===== src/rtl/mmbmp_plotter_if.sv =====
// Host command channel and shared screen-RAM port for the bitmap plotter.
// The slave modport is the plotter's view; master is the host/arbiter side.
interface mmbmp_plotter_if;
  logic        cmd_valid;
  logic        cmd_ready;
  logic [1:0]  cmd_op;
  logic [8:0]  cmd_x;
  logic [7:0]  cmd_y;
  logic [7:0]  cmd_fill;
  logic        mem_req;
  logic        mem_gnt;
  logic        mem_we;
  logic [15:0] mem_addr;
  logic [7:0]  mem_wdata;
  logic [7:0]  mem_rdata;

  modport slave (
    input  cmd_valid, cmd_op, cmd_x, cmd_y, cmd_fill, mem_gnt, mem_rdata,
    output cmd_ready, mem_req, mem_we, mem_addr, mem_wdata
  );

  modport master (
    output cmd_valid, cmd_op, cmd_x, cmd_y, cmd_fill, mem_gnt, mem_rdata,
    input  cmd_ready, mem_req, mem_we, mem_addr, mem_wdata
  );
endinterface


===== src/rtl/mmbmp_plotter.sv =====
// Pixel set/clear/toggle via read-modify-write and clear-screen fill into the
// 320x240 1bpp screen RAM, sharing the RAM port through a request/grant handshake.
module mmbmp_plotter (
  input  logic           clk,
  input  logic           rst,
  mmbmp_plotter_if.slave bus,
  output logic           busy,
  output logic           err
);
  localparam int unsigned AW       = 16;
  localparam int unsigned DW       = 8;
  localparam int unsigned LAST_COL = 39;
  localparam logic [8:0]    X_LIM     = 9'd320;
  localparam logic [7:0]    Y_LIM     = 8'd240;
  localparam logic [AW-1:0] LAST_ADDR = AW'(16'h77A7);

  localparam logic [1:0] OP_SET   = 2'd0;
  localparam logic [1:0] OP_CLEAR = 2'd1;
  localparam logic [1:0] OP_CLS   = 2'd3;

  typedef enum logic [2:0] {
    S_IDLE    = 3'd0,
    S_RD      = 3'd1,
    S_RD_DATA = 3'd2,
    S_WR      = 3'd3,
    S_CLS_WR  = 3'd4
  } state_t;

  state_t state, state_nxt;

  logic [1:0]    op_q, op_nxt;
  logic [DW-1:0] mask_q, mask_nxt;
  logic [AW-1:0] addr_q, addr_nxt;
  logic [DW-1:0] wdata_q, wdata_nxt;
  logic          ready_q, ready_nxt;
  logic          req_q, req_nxt;
  logic          we_q, we_nxt;
  logic          busy_q, busy_nxt;
  logic          err_q, err_nxt;

  logic          accept, is_cls, in_range, last_addr;
  logic [AW-1:0] pixel_addr, cls_next;

  function automatic logic [DW-1:0] modify(input logic [1:0] op,
                                           input logic [DW-1:0] d,
                                           input logic [DW-1:0] m);
    case (op)
      OP_SET:   modify = d | m;
      OP_CLEAR: modify = d & ~m;
      default:  modify = d ^ m;
    endcase
  endfunction

  assign accept     = bus.cmd_valid && ready_q;
  assign is_cls     = (bus.cmd_op == OP_CLS);
  assign in_range   = (bus.cmd_x < X_LIM) && (bus.cmd_y < Y_LIM);
  assign last_addr  = (addr_q == LAST_ADDR);
  // {0, line[7:0], 0, byte column}: line pair in [14:8], odd line in [7]
  assign pixel_addr = {1'b0, bus.cmd_y, 1'b0, bus.cmd_x[8:3]};

  // CLS walk: column 0..39, then half, then row
  always_comb begin
    cls_next = addr_q;
    if (addr_q[5:0] == 6'(LAST_COL)) begin
      cls_next[5:0] = 6'd0;
      cls_next[7]   = ~addr_q[7];
      if (addr_q[7]) cls_next[14:8] = addr_q[14:8] + 7'd1;
    end else begin
      cls_next[5:0] = addr_q[5:0] + 6'd1;
    end
  end

  always_ff @(posedge clk) begin
    if (rst) state <= S_IDLE;
    else     state <= state_nxt;
  end

  always_comb begin
    state_nxt = state;
    case (state)
      S_IDLE: begin
        if (accept) begin
          if (is_cls)        state_nxt = S_CLS_WR;
          else if (in_range) state_nxt = S_RD;
        end
      end
      S_RD:      if (bus.mem_gnt) state_nxt = S_RD_DATA;
      S_RD_DATA: state_nxt = S_WR;
      S_WR:      if (bus.mem_gnt) state_nxt = S_IDLE;
      S_CLS_WR:  if (bus.mem_gnt && last_addr) state_nxt = S_IDLE;
      default:   state_nxt = S_IDLE;
    endcase
  end

  // Next values of all registered outputs and datapath holding registers
  always_comb begin
    op_nxt    = op_q;
    mask_nxt  = mask_q;
    addr_nxt  = addr_q;
    wdata_nxt = wdata_q;
    err_nxt   = 1'b0;
    ready_nxt = (state_nxt == S_IDLE);
    busy_nxt  = (state_nxt != S_IDLE);
    req_nxt   = (state_nxt == S_RD) || (state_nxt == S_WR) || (state_nxt == S_CLS_WR);
    we_nxt    = (state_nxt == S_WR) || (state_nxt == S_CLS_WR);
    case (state)
      S_IDLE: begin
        if (accept) begin
          if (is_cls) begin
            addr_nxt  = '0;
            wdata_nxt = bus.cmd_fill;
          end else if (in_range) begin
            op_nxt   = bus.cmd_op;
            mask_nxt = DW'(1) << bus.cmd_x[2:0];
            addr_nxt = pixel_addr;
          end else begin
            err_nxt = 1'b1;
          end
        end
      end
      S_RD_DATA: wdata_nxt = modify(op_q, bus.mem_rdata, mask_q);
      S_CLS_WR:  if (bus.mem_gnt && !last_addr) addr_nxt = cls_next;
      default: ;
    endcase
  end

  always_ff @(posedge clk) begin
    if (rst) begin
      op_q    <= OP_SET;
      mask_q  <= '0;
      addr_q  <= '0;
      wdata_q <= '0;
      ready_q <= 1'b1;
      req_q   <= 1'b0;
      we_q    <= 1'b0;
      busy_q  <= 1'b0;
      err_q   <= 1'b0;
    end else begin
      op_q    <= op_nxt;
      mask_q  <= mask_nxt;
      addr_q  <= addr_nxt;
      wdata_q <= wdata_nxt;
      ready_q <= ready_nxt;
      req_q   <= req_nxt;
      we_q    <= we_nxt;
      busy_q  <= busy_nxt;
      err_q   <= err_nxt;
    end
  end

  assign bus.cmd_ready = ready_q;
  assign bus.mem_req   = req_q;
  assign bus.mem_we    = we_q;
  assign bus.mem_addr  = addr_q;
  assign bus.mem_wdata = wdata_q;
  assign busy          = busy_q;
  assign err           = err_q;
endmodule


===== src/flat_wrapper.sv =====
// flat-port wrapper written by rule: the top's interface ports become plain ports
module mmbmp_plotter_flat 
  (clk, rst, busy, err, bus_cmd_valid, bus_cmd_op, bus_cmd_x, bus_cmd_y, bus_cmd_fill, bus_mem_gnt, bus_mem_rdata, bus_cmd_ready, bus_mem_req, bus_mem_we, bus_mem_addr, bus_mem_wdata);
  mmbmp_plotter_if bus_i ();
  input  logic clk;
  input  logic rst;
  output logic busy;
  output logic err;
  input wire logic [$bits(bus_i.cmd_valid)-1:0] bus_cmd_valid;
  input wire logic [$bits(bus_i.cmd_op)-1:0] bus_cmd_op;
  input wire logic [$bits(bus_i.cmd_x)-1:0] bus_cmd_x;
  input wire logic [$bits(bus_i.cmd_y)-1:0] bus_cmd_y;
  input wire logic [$bits(bus_i.cmd_fill)-1:0] bus_cmd_fill;
  input wire logic [$bits(bus_i.mem_gnt)-1:0] bus_mem_gnt;
  input wire logic [$bits(bus_i.mem_rdata)-1:0] bus_mem_rdata;
  output wire logic [$bits(bus_i.cmd_ready)-1:0] bus_cmd_ready;
  output wire logic [$bits(bus_i.mem_req)-1:0] bus_mem_req;
  output wire logic [$bits(bus_i.mem_we)-1:0] bus_mem_we;
  output wire logic [$bits(bus_i.mem_addr)-1:0] bus_mem_addr;
  output wire logic [$bits(bus_i.mem_wdata)-1:0] bus_mem_wdata;
  assign bus_i.cmd_valid = bus_cmd_valid;
  assign bus_i.cmd_op = bus_cmd_op;
  assign bus_i.cmd_x = bus_cmd_x;
  assign bus_i.cmd_y = bus_cmd_y;
  assign bus_i.cmd_fill = bus_cmd_fill;
  assign bus_i.mem_gnt = bus_mem_gnt;
  assign bus_i.mem_rdata = bus_mem_rdata;
  assign bus_cmd_ready = bus_i.cmd_ready;
  assign bus_mem_req = bus_i.mem_req;
  assign bus_mem_we = bus_i.mem_we;
  assign bus_mem_addr = bus_i.mem_addr;
  assign bus_mem_wdata = bus_i.mem_wdata;
  mmbmp_plotter u_core (.clk(clk), .rst(rst), .bus(bus_i), .busy(busy), .err(err));
endmodule

===== config.mk =====
export PLATFORM = sky130hd
export DESIGN_NAME = mmbmp_plotter_flat
export DESIGN_NICKNAME = d
export VERILOG_FILES = /design/src/rtl/mmbmp_plotter_if.sv /design/src/rtl/mmbmp_plotter.sv /design/src/flat_wrapper.sv
export SDC_FILE = /design/constraint.sdc
export NUM_CORES = 1
export LEC_CHECK = 0
export CORE_MARGIN = 5
export CORE_UTILIZATION = 45
export DETAILED_ROUTE_END_ITERATION = 10
export PLACE_DENSITY = 0.72
export SETUP_SLACK_MARGIN = 0.02
export SYNTH_ARGS = -nofsm -noshare
export SYNTH_HDL_FRONTEND = slang
export SYNTH_SLANG_ARGS = --single-unit

===== constraint.sdc =====
create_clock -name clk -period 3.8 [get_ports clk]
set_clock_uncertainty 0.1 [all_clocks]
set_input_delay 0.76 -clock clk [delete_from_list [all_inputs] [get_ports clk]]
set_output_delay 0.76 -clock clk [all_outputs]
set_load 0.02 [all_outputs]

After elaboration in Yosys (flattened, before gate mapping)
Cells that the tools add are included.
- $add $sub $neg: 2
- magnitude comparators: 2
- equality and inequality tests: 17
- shifts and indexed selects: 1
- multiplexer cells: 20
- bitwise gates (word level): 9
- reduce and logical (&&, ||, !) cells: 22
- operators with widths (kind ; number):
    16-bit 2-to-1 mux ; 3
    16-bit one-hot mux with 2 select lines ; 1
    8-bit one-hot mux with 2 select lines ; 2
    8-bit 2-to-1 mux ; 3
    3-bit 2-to-1 mux ; 6
    16-bit by 15-bit == test with 1-bit output, second input constant ; 1
    15-bit 2-to-1 mux ; 1
    3-bit one-hot mux with 5 select lines ; 1
    4-bit AND reduction ; 3
    2-bit by 1-bit != test with 1-bit output, second input constant ; 5
    3-bit by 2-bit == test with 1-bit output, second input constant ; 3
    9-bit < comparator, second input constant ; 1
    8-bit AND ; 1
    8-bit < comparator, second input constant ; 1
    8-bit inverter ; 1
    8-bit OR ; 1
    1-bit by 3-bit << shifter with 8-bit output, first input constant ; 1
    8-bit bitwise XOR ; 1
    7-bit by 1-bit adder with 7-bit output, second input constant ; 1
    7-bit 2-to-1 mux ; 1
    6-bit by 1-bit adder with 6-bit output, second input constant ; 1
    3-bit by 1-bit == test with 1-bit output, second input constant ; 2
    3-bit == test, second input constant ; 2
    6-bit == test, second input constant ; 1
    17 further kinds ; 29
- register bits after elaboration: 42
- input bits: 39

Depth between registers and ports, before layout
- depth in word-level cells: 9
- depth in mapped cells: 8

Worst setup path before layout
Ideal clock, no wire load.
- path kind: register to register
- from: register u_core.addr_q[8], in the netlist u_core.bus.mem_addr[8]
- to: register u_core.addr_q[5], in the netlist u_core.bus.mem_addr[5]
- setup time: 0.134 ns
- data arrival time: 2.010 ns
- required time: 3.566 ns
- slack: 1.556 ns
- stages on the path, launching flop included: 8
- buffers on the path: 1
- period minus slack after synthesis: 2.244 ns
- path through: dfxtp_1 > ha_1 > nand2_1 > or4b_4 > or3_1 > buf_6 > a21oi_1 > a311oi_2
- cells in the longest elaborated chain, start to end: 5
- ends and longest elaborated chain (element ; RTL line ; source):
    start: declaration ; mmbmp_plotter.sv:33 ; logic [AW-1:0] addr_q, addr_nxt;
    start signal: assignment ; mmbmp_plotter.sv:141 ; addr_q <= addr_nxt;
    16-bit by 15-bit == test with 1-bit output ; mmbmp_plotter.sv:57 ; assign last_addr = (addr_q == LAST_ADDR);
    1-bit zero test ; mmbmp_plotter.sv:122 ; S_CLS_WR: if (bus.mem_gnt && !last_addr) addr_nxt = cls_next;
    1-bit logical AND ; mmbmp_plotter.sv:122 ;
    2-bit by 1-bit != test with 1-bit output (no line) ; -- ;
    4-bit AND reduction (no line) ; -- ;
No other way between the ends.
A chain may end at the register's enable or synchronous reset.

Worst setup path in the final report
- from: input port bus_cmd_x[7]
- to: register u_core.addr_q[7], in the netlist u_core.bus.mem_addr[7]
- cells in the longest elaborated chain, start to end: 4
- ends and longest elaborated chain (element ; RTL line ; source):
    start: declaration ; flat_wrapper.sv:11 ; input wire logic [$bits(bus_i.cmd_x)-1:0] bus_cmd_x;
    9-bit < comparator ; mmbmp_plotter.sv:56 ; assign in_range = (bus.cmd_x < X_LIM) && (bus.cmd_y < Y_LIM);
    1-bit logical AND ; mmbmp_plotter.sv:56 ;
    3-bit by 1-bit != test with 1-bit output (no line) ; -- ;
    5-bit AND reduction (no line) ; -- ;
No other way between the ends.

==> qor.yml <==
run_status: "complete, no violations"
area.sequential_um2: 801
fmax_mhz: 358
timing.reg2reg.setup_slack_ps: 1220
remaining_drc_errors: 0
place.detailed.hpwl_um: 4710
layout_commonest_cell: "sky130_fd_sc_hd__clkdlybuf4s50_1"
post_synth_fa_ha_maj_area_fraction: 0.0892
timing.critical_path.arrival_ps: 2890
ys_dominant_reg_cell: "sky130_fd_sc_hd__dfxtp_1"
antenna_violating_nets_post_route: 0
r2r_start: "u_core.state[2]"
finalCriticalPeriod_ps: 2790
vias_per_cell: 5.42
routed-via-count: 2402
crit-reg2reg-capture: "u_core.bus.mem_addr[1]"
synth_seq_area_share: 0.317
setup-tns-final_ps: 0
grt_max_degree: 30
clk_latency_ps: 290
power.density_nw_per_um2: 351
final_cell_mix: "sky130_fd_sc_hd__clkdlybuf4s50_1, sky130_fd_sc_hd__nand2_1, sky130_fd_sc_hd__dfxtp_1, sky130_fd_sc_hd__a21oi_1, sky130_fd_sc_hd__inv_1"
coreArea_um2: 5470
layout.filler_cells: 520
design_power_total_uw: 1150
fin_crit_sh: 0.735
antenna_found_initial: 0
globalRouteOverflowTotal: 0
gr-usage-all-layers: 0.176
layout.cell_area.non_filler_um2: 3270
fp.dieArea_um2: 7210
cts-buffers-inserted: 5
routabilityCongestion: 0.816
cts_htree_levels: 2
yosysWarnings: 0
leakage_power_total_uw: 0.00117
timing.critical_path.to_type: "flop"
multi_input_area_um2: 1520
timing.final.ws_setup_ps: 1010
min-delay-path-class: "reg2reg"
first_global_vias: 2303
synth-edff-count: 0
report.final.setup_viol: 0
place_ws_ps: 755
die_height_um: 84.9
detail_route.first_pass.iterations: 4
clkSlewWorstSetupHoldPaths_ps: 80
rsz0062_at_grt: "false"
worst_slew_margin_rel: 0.417
cp-start-kind: "input pin"
tightest_slew_ps: 871
number_of_nets_at_the_end_of_the_flow: 427
final_util: 0.597
cts_buffer_depth: 2
worst-r2r-cell-count: 4
crit_path_max_fanout: 15
placementRows: 27
first_iter_violations: 101
synth_compound_area_frac: 0.223
timing.max_cap.violations: 0
initial_cell_density_of_the_core: 0.461
cts_post_setup_buffers_inserted: 0
proportion_of_register_bits_with_asynchronous_set_or_reset_after_synthesis: 0
cts_resized: 0
crit_end: "u_core.bus.mem_addr[7]"
die_x_um: 84.9
yosys-mux-area-fraction: 0.0446
dominant_combinational_cell_family_by_area_after_synthesis: "simple AND/OR/NAND/NOR gates"
first_pass_grt_wire_length_um: 10600
critPathRequiredTime_ps: 3900
postSynthAreaPerCell_um2: 7.96
post_synth_and_or_nand_nor_area_fraction: 0.225
drive_above_1_share: 0.0566
hold_violations: 0
yosys_register_bits: 40
synth_cell_types: 49
ir_drop_mv: 0.154
antenna_cells: 0
timing.critical_path.cells: "clkdlybuf4s50_1 -> o21a_1 -> a41oi_1 -> o311a_1 -> nand2_1 -> o41ai_1"
critical-path-slowest-cell: "sky130_fd_sc_hd__o311a_1"
xor_xnor_share_of_the_synthesized_area: 0.0174
io_pins: 68
clock_sinks: 40
area.growth.synth_to_final_pct: 29.4
port_buffers: 65
holdBufCountCts: 0
worstSetupPathType: "in2reg"
clock_tree.root_cell: "sky130_fd_sc_hd__clkbuf_8"
syn_area_um2: 2520
detail_route.wirelength_um: 6170
dpl-instance-area_um2: 3180
largest_stage_delay_on_the_critical_path_ps: 620
tritoncts: "yes"
drt-wirelength-per-cell_um: 13.9
maxSlewViolCount: 0
netlist_instances: 317
critPathLaunch: "bus_cmd_x[7]"
## worst max-delay path, delay by kind of cell
family / cells / cell delay [ps]
AOI/OAI and AO/OA: 4 / 1560
buffers and inverters: 1 / 430
and+or+nand+nor: 1 / 160
## per-stage QoR
stage | instances | hold WS, ps
6_report | 443 | 350
5_1_grt | 443 | 374
4_1_cts | 443 | 355
3_5_place_dp | 435 | 346
3_3_place_gp | 435 | 337
2_1_floorplan | 318 | 332
## worst min path at each step
stage | from | endpoint | slack, ps | depth (start not counted)
final | u_core.bus.mem_wdata[6] | u_core.bus.mem_wdata[6] | 350 | 2
after global routing | u_core.bus.mem_wdata[0] | u_core.bus.mem_wdata[0] | 370 | 2
after CTS | u_core.bus.mem_wdata[2] | u_core.bus.mem_wdata[2] | 360 | 2
after detailed placement | u_core.bus.mem_wdata[2] | u_core.bus.mem_wdata[2] | 350 | 2
after global placement | u_core.bus.mem_wdata[2] | u_core.bus.mem_wdata[2] | 340 | 2
after floorplan | u_core.mask_q[4] | u_core.mask_q[4] | 330 | 2
## cells by family after synthesis
logic type,count (synthesis)
AOI/OAI and AO/OA,82
adders and majority gates,18
DFF,40
xor gates and xnor gates,5
and+or+nand+nor,111
buffers and inverters,49
other,1
muxes,11
## state kept, by name (all words and copies together), names as in the netlist
register              count
u_core.bus.cmd_ready      1
u_core.bus.mem_we         1
u_core.bus.mem_addr      14
u_core.bus.mem_req        1
u_core.busy               1
u_core.op_q               2
u_core.bus.mem_wdata      8
u_core.err                1
u_core.mask_q             8
u_core.state              3
## Yosys cell counts, types with 3 or more instances
| master | number | area, um^2 |
|---|---|---|
| sky130_fd_sc_hd__nor3_1 | 8 | 40.0 |
| sky130_fd_sc_hd__ha_1 | 18 | 225 |
| sky130_fd_sc_hd__a21oi_1 | 29 | 145 |
| sky130_fd_sc_hd__mux2i_1 | 9 | 90.1 |
| sky130_fd_sc_hd__o31ai_1 | 3 | 22.5 |
| sky130_fd_sc_hd__a31oi_1 | 7 | 43.8 |
| sky130_fd_sc_hd__nand3b_1 | 3 | 22.5 |
| sky130_fd_sc_hd__o21ai_0 | 6 | 30.0 |
| sky130_fd_sc_hd__xor2_1 | 5 | 43.8 |
| sky130_fd_sc_hd__nor2_1 | 18 | 67.6 |
| sky130_fd_sc_hd__dfxtp_1 | 40 | 801 |
| sky130_fd_sc_hd__nand4b_1 | 3 | 26.3 |
| sky130_fd_sc_hd__a311oi_1 | 5 | 43.8 |
| sky130_fd_sc_hd__nand2_1 | 42 | 158 |
| sky130_fd_sc_hd__buf_2 | 7 | 35.0 |
| sky130_fd_sc_hd__clkbuf_1 | 12 | 45.0 |
| sky130_fd_sc_hd__inv_1 | 27 | 101 |
| sky130_fd_sc_hd__nand3_1 | 19 | 95.1 |
| sky130_fd_sc_hd__o211ai_1 | 13 | 97.6 |
| sky130_fd_sc_hd__or3_1 | 3 | 18.8 |
## layout make-up
class | instances | share of cell area
multi-input combinational | 229 | 0.465
sequential | 40 | 0.245
timing repair buffer | 67 | 0.204
inverter | 27 | 0.0310
clock buffer | 8 | 0.0276
tap | 72 | 0.0276
## metal layers
metal  global-route usage  share of wire
met1                0.220           0.45
met2                0.297           0.47
met3               0.0447          0.063
met4               0.0576          0.016
met5                    0              0
## power by group
| group | internal, uW | switching [uW] |
|---|---|---|
| sequential | 459 | 47.4 |
| clock | 148 | 140 |
| combinational | 168 | 184 |
Power figures use the tool's default switching activity.
